`src/rtl/multicycle_alu.sv`:
```
// Purpose: ALU with single-cycle logic/arith ops and iterative shift-add multiply / restoring divide.
// Latency: ops 0-9 and 13-15 give done one cycle after start; ops 10-12 give done WIDTH+1 cycles after start.
// Backpressure: start is taken only while busy=0; a start during an iterative op is dropped.
module multicycle_alu #(
  parameter int WIDTH = 32,
  parameter int SHW   = $clog2(WIDTH)
) (
  input  logic             clk,
  input  logic             reset,
  input  logic             start,
  input  logic [3:0]       aluOp,
  input  logic [WIDTH-1:0] A,
  input  logic [WIDTH-1:0] B,
  output logic             busy,
  output logic             done,
  output logic [WIDTH-1:0] result,
  output logic             Zero,
  output logic             Sign
);

  localparam logic [3:0] OP_ADD  = 4'd0;
  localparam logic [3:0] OP_SUB  = 4'd1;
  localparam logic [3:0] OP_AND  = 4'd2;
  localparam logic [3:0] OP_OR   = 4'd3;
  localparam logic [3:0] OP_SLL  = 4'd4;
  localparam logic [3:0] OP_SLT  = 4'd5;
  localparam logic [3:0] OP_SLTU = 4'd6;
  localparam logic [3:0] OP_XOR  = 4'd7;
  localparam logic [3:0] OP_SRL  = 4'd8;
  localparam logic [3:0] OP_SRA  = 4'd9;
  localparam logic [3:0] OP_MULU = 4'd10;
  localparam logic [3:0] OP_DIVU = 4'd11;
  localparam logic [3:0] OP_REMU = 4'd12;

  typedef enum logic [1:0] {IDLE, BUSY, DONE} state_t;

  state_t           state, state_n;
  logic [SHW-1:0]   cnt;
  logic [3:0]       op_q;
  logic [WIDTH-1:0] acc;     // product accumulator or partial remainder
  logic [WIDTH-1:0] opa;     // multiplicand shifting left, or dividend/quotient shift register
  logic [WIDTH-1:0] opb;     // multiplier shifting right, or fixed divisor

  logic             is_iter;
  logic             last;
  logic [WIDTH-1:0] quick;
  logic [WIDTH-1:0] mul_acc;
  logic [WIDTH:0]   rem_sh;
  logic [WIDTH:0]   diff;
  logic             qbit;
  logic [WIDTH-1:0] rem_n;
  logic [WIDTH-1:0] quo_n;
  logic [WIDTH-1:0] iter_res;
  logic             load;
  logic [WIDTH-1:0] res_n;

  assign is_iter = (aluOp == OP_MULU) || (aluOp == OP_DIVU) || (aluOp == OP_REMU);
  assign last    = (cnt == SHW'(WIDTH - 1));
  assign busy    = (state == BUSY);
  assign done    = (state == DONE);

  // Single-cycle operations straight from the live operands; illegal codes give zero.
  always_comb begin
    quick = '0;
    case (aluOp)
      OP_ADD:  quick = A + B;
      OP_SUB:  quick = A - B;
      OP_AND:  quick = A & B;
      OP_OR:   quick = A | B;
      OP_SLL:  quick = B << A[SHW-1:0];
      OP_SLT:  quick = {{(WIDTH-1){1'b0}}, ($signed(A) < $signed(B))};
      OP_SLTU: quick = {{(WIDTH-1){1'b0}}, (A < B)};
      OP_XOR:  quick = A ^ B;
      OP_SRL:  quick = B >> A[SHW-1:0];
      OP_SRA:  quick = $signed(B) >>> A[SHW-1:0];
      default: quick = '0;
    endcase
  end

  // One iteration step: multiply adds one partial product, divide retires one quotient bit.
  // A zero divisor never borrows, so the quotient fills with ones and the remainder ends as A.
  always_comb begin
    mul_acc = acc + (opb[0] ? opa : '0);
    rem_sh  = {acc, opa[WIDTH-1]};
    diff    = rem_sh - {1'b0, opb};
    qbit    = ~diff[WIDTH];
    rem_n   = qbit ? diff[WIDTH-1:0] : rem_sh[WIDTH-1:0];
    quo_n   = {opa[WIDTH-2:0], qbit};
    case (op_q)
      OP_MULU: iter_res = mul_acc;
      OP_DIVU: iter_res = quo_n;
      default: iter_res = rem_n;
    endcase
  end

  // Next-state and result-load decision; DONE accepts a new start with no bubble.
  always_comb begin
    state_n = state;
    load    = 1'b0;
    res_n   = '0;
    case (state)
      IDLE, DONE: begin
        state_n = IDLE;
        if (start) begin
          if (is_iter) begin
            state_n = BUSY;
          end else begin
            state_n = DONE;
            load    = 1'b1;
            res_n   = quick;
          end
        end
      end
      BUSY: begin
        if (last) begin
          state_n = DONE;
          load    = 1'b1;
          res_n   = iter_res;
        end
      end
      default: state_n = IDLE;
    endcase
  end

  // State register; reset wins over everything and aborts a running iteration.
  always_ff @(posedge clk) begin
    if (reset) state <= IDLE;
    else       state <= state_n;
  end

  // Operand latching, iteration registers and the held result/flags.
  always_ff @(posedge clk) begin
    if (reset) begin
      cnt    <= '0;
      op_q   <= '0;
      acc    <= '0;
      opa    <= '0;
      opb    <= '0;
      result <= '0;
      Zero   <= 1'b1;
      Sign   <= 1'b0;
    end else begin
      if (load) begin
        result <= res_n;
        Zero   <= (res_n == '0);
        Sign   <= res_n[WIDTH-1];
      end
      if (state != BUSY && start && is_iter) begin
        op_q <= aluOp;
        opa  <= A;
        opb  <= B;
        acc  <= '0;
        cnt  <= '0;
      end else if (state == BUSY) begin
        cnt <= cnt + 1'b1;
        if (op_q == OP_MULU) begin
          acc <= mul_acc;
          opa <= opa << 1;
          opb <= opb >> 1;
        end else begin
          acc <= rem_n;
          opa <= quo_n;
        end
      end
    end
  end

endmodule

```
`config.mk`:
```
export PLATFORM = sky130hd
export DESIGN_NAME = multicycle_alu
export DESIGN_NICKNAME = d
export VERILOG_FILES = /design/src/rtl/multicycle_alu.sv
export SDC_FILE = /design/constraint.sdc
export NUM_CORES = 1
export LEC_CHECK = 0
export ABC_CLOCK_PERIOD_IN_PS = 5500
export CAP_MARGIN = 5
export CELL_PAD_IN_SITES_DETAIL_PLACEMENT = 0
export CELL_PAD_IN_SITES_GLOBAL_PLACEMENT = 1
export CORE_ASPECT_RATIO = 1.2
export CORE_MARGIN = 4
export CORE_UTILIZATION = 45
export CTS_CLUSTER_SIZE = 25
export DETAILED_ROUTE_END_ITERATION = 7
export HOLD_SLACK_MARGIN = 0.05
export PLACE_DENSITY = 0.8
export SLEW_MARGIN = 20
export SYNTH_ARGS = -nofsm -noshare
export SYNTH_HDL_FRONTEND = slang
export SYNTH_SLANG_ARGS = --single-unit
```
`constraint.sdc`:
```
create_clock -name clk -period 5.5 [get_ports clk]
set_input_delay 0.825 -clock clk [delete_from_list [all_inputs] [get_ports clk]]
set_output_delay 0.825 -clock clk [all_outputs]
set_load 0.03 [all_outputs]
```
==> summary.md <==
| Metric | Value |
|---|---|
| Ys flop type | dfxtp_1 |
| Total CTS buffers | 17 |
| Cell area after layout | 23600 sq um |
| # IOs | 107 |
| RR Startpoint | opa[31] |
| Die ar. | a little under 50000 sq um |
| Die extent in x | 203 microns |
| FP Rows | 85 |
| Number of global-route vias before repair | 23700 |
| CTS sink cnt | 140 |
| Routed WL | ~110000 microns |
| Post-Syn Instances | about 2900 |
| Hold_sp | result[2] |
| Pre-CTS setup slack | 44.6 ps |
| Worst setup startpoint | B[0] |
| Slew @ Worst Pin | between 1000 and 1500 ps |
| Period utilization | 93.9% |
| Drt initial violations | 3290 |
| Post-Syn Area | slightly above 20000 sq um |
| Setup Fix Bufs, Post-CTS | 0 |
| Number of synthesis warnings | 0 |
| WP buf/inv | 1 |
| Nets@finish | 3220 |
| FILL cells | around 4500 |
| Reg area | 2800 sq um |
| Largest net degree at the start of global routing | 95 |
| Total GRT Usage | 42.6% |
| Final setup margin | ~340 ps |
| Cts hold-fix bufs | 0 |
| Synth top cells by count | nand2_1 (324), nor2_1 (298), a21oi_1 (269) |
| Slew Viols, Final | 0 |
| Setup TNS | 0 ps |
| Delay-heaviest family, CP | compound AO/OA/AOI/OAI gates |
| RSZ-0062 raised after global routing | false |
| Biggest area consumer among synthesized cells | dfxtp_1 |
| Clock Tree Root | clkbuf_16 |
| Area delta synth->final | 14.8% |
| GRT overflow | 0 |
| First-pass GRT wire length | 157000 microns |
| Yosys top cell area share | 13.6% |
| Post-route antenna net violation count | 0 |
| Worst path cell trace | clkdlybuf4s50_1 -> ha_1 -> fa_1 -> a21o_1 -> a221o_1 -> a41oi_2 -> a211o_1 -> a21oi_1 -> or3_1 -> a221oi_1 -> xor2_1 -> nor2_1 -> o21ai_0 -> nand2_1 -> o31ai_2 |
| Syn_nets | ~3100 |
| Worst Path Max Fanout | 6 |
| Ant. Diodes | 0 |
| Initial cell density of the core | 45.7% |
| Post-detailed-route DRC marker count | 0 |
| DR vias/cell | a little under 7 |
| CP endpoint kind | register |
| Post_cts resized | 0 |
| CTS max path bufs | 2 |
| DP HPWL | about 86000 microns |
| Arrival @ worst endpoint | 5560 ps |
| Setup Viol. Count Final | 0 |
| Synth Area per Inst | 7.14 sq um |
| Skew-Pair Late Insertion Delay | ~470 ps |
| Area of the multi-input gates | ~16000 sq um |
| Synth cell types | roughly 110 |
| IO Port Bufs | 106 |
| Via count | 24800 |
| Initial antenna violation count | 0 |
| Synthesis-stage register bit count | 140 |
| CP Launch Type | input pin |
| EDFF count, synth | 0 |
| Layout cells sized above 1 | 12.5% |
| CTS tree | built |
| # H-tree levels | 4 |
| Slew headroom | 21.6% |
| Core area | 45000 sq um |
| GP Congestion | about 1.1 |
| Async S/R FF share, synth | 0% |
| Fin. Hold Viols | 0 |
| Cell with the most instances after synthesis | nand2_1 |
| Power Density | ~210 nW/um^2 |
| Status | finished clean |
| Worst path max stage delay | between 600 and 700 ps |
| Static Leak | 9.75 nW |
| CP required | 5890 ps |
| Clk slew on worst S/H paths | 80 ps |
| Slowest cell on crit path | clkdlybuf4s50_1 |
| Post-layout min period | between 5000 and 6000 ps |
| Placed inst area | 23000 sq um |
| Pre-Repair DR Iteration Count | 6 |
| Area contributors post-synth | dfxtp_1 (14%), ha_1 (10%), a21oi_1 (6.6%) |
| Fmax achieved | 194 MHz |
| Sequential area share after synthesis | 13.6% |
| HP Class | register to register |
| Max Cap Viol | 0 |
| Max IR drop VDD | 0.170 mV |
| Worst setup path class | input pin to register |
| WL per Instance | between 30 and 40 microns |
| Die height | 242 microns |
| Fin Clk Skew | around 18 ps |
## cell type report
type / instances / share of cell area [%]
sequential: 140 / 11.9
clock buffer: 17 / 1.80
timing repair buffer: 313 / 11.2
multi-input combinational: 2365 / 68.9
clock inverter: 15 / 0.748
tap: 609 / 3.23
inverter: 143 / 2.27
## worst register-to-register path, stage by stage, from the launching register on
cell and delay (ps):
dfxtp_1 360, inv_1 90, ha_1 160, inv_1 50, fa_1 420, a211oi_1 340, o21ai_0 220, a211oi_2 330
o211ai_1 270, mux2_4 460, buf_4 350, mux2_2 410, o211a_1 230, nor4_1 300, nand4_1 140, nor4_1 290
nand4_1 190, o31ai_2 250
## cells by family after synthesis
kind of cell | synth area share (%)
AO/OA/AOI/OAI | 33.0
AND/OR/NAND/NOR | 20.9
buffers and inverters | 7.70
multiplexers | 11.0
adder cells (fa/ha/maj) | 10.4
flip-flops | 13.6
XOR/XNOR | 3.26
## layer usage
metal,vias up,global-route usage [%],wire [microns]
met4,0,40.1,13400
met5,-,0,0
met2,1634,66.9,48300
met3,515,7.10,9270
li1,10900,-,-
met1,11800,48.8,39400
## where the power goes
| group | switching [mW] | internal [mW] |
|---|---|---|
| Clock | 0.557 | 0.686 |
| Sequential | 0.0714 | 1.07 |
| Combinational | 1.67 | 0.891 |
| Total | 2.30 | 2.64 |
## metrics by stage
step | utilization (%) | hold WS [ps] | std cells | total power, mW
floorplan | - | 440 | 2877 | 2.62
global placement | 51.1 | 437 | 3570 | 3.59
detailed placement | 51.1 | 448 | 3570 | 3.60
CTS | 52.5 | 456 | 3602 | 4.82
global route | 52.5 | 475 | 3602 | 5.09
finish | 52.5 | 458 | 3602 | 4.94
## registers in the layout, summed over array words and instances, names as in the netlist
register	cells
Zero	1
acc	32
cnt	5
op_q	4
opa	32
opb	32
result	32
state	2
## path summary, 6_finish.rpt
kind | end | slack (ps) | cells after the start
hold / removal | result[2] | 460 | 2
setup / recovery | Zero | 340 | 15
setup reg to reg | Zero | 560 | 17
hold reg to reg | result[2] | 460 | 2
## cells in the final DEF (no fill, tap or decap), types with 17 or more instances in the layout
cell type,netlist,routed
a211oi_1,95,95
a21o_1,39,39
a21oi_1,269,268
a221oi_1,24,24
a22oi_1,18,18
a311oi_1,37,37
a31oi_1,33,33
and2_1,50,50
and3_1,21,21
buf_4,7,206
clkbuf_16,0,17
clkdlybuf4s50_1,0,99
dfxtp_1,140,140
ha_1,165,165
inv_1,140,140
mux2_2,21,21
mux2i_1,122,121
mux4_2,35,35
nand2_1,324,324
nand2b_1,19,18
nand3_1,43,43
nand4_1,23,23
nor2_1,298,296
nor2b_1,18,18
nor3_1,52,50
nor4_1,24,24
o211ai_1,48,48
o21ai_0,170,170
o221ai_1,23,23
o22ai_1,26,26
o31ai_1,26,26
xnor2_1,42,42
xor2_1,32,32
Power figures use the tool's default switching activity.
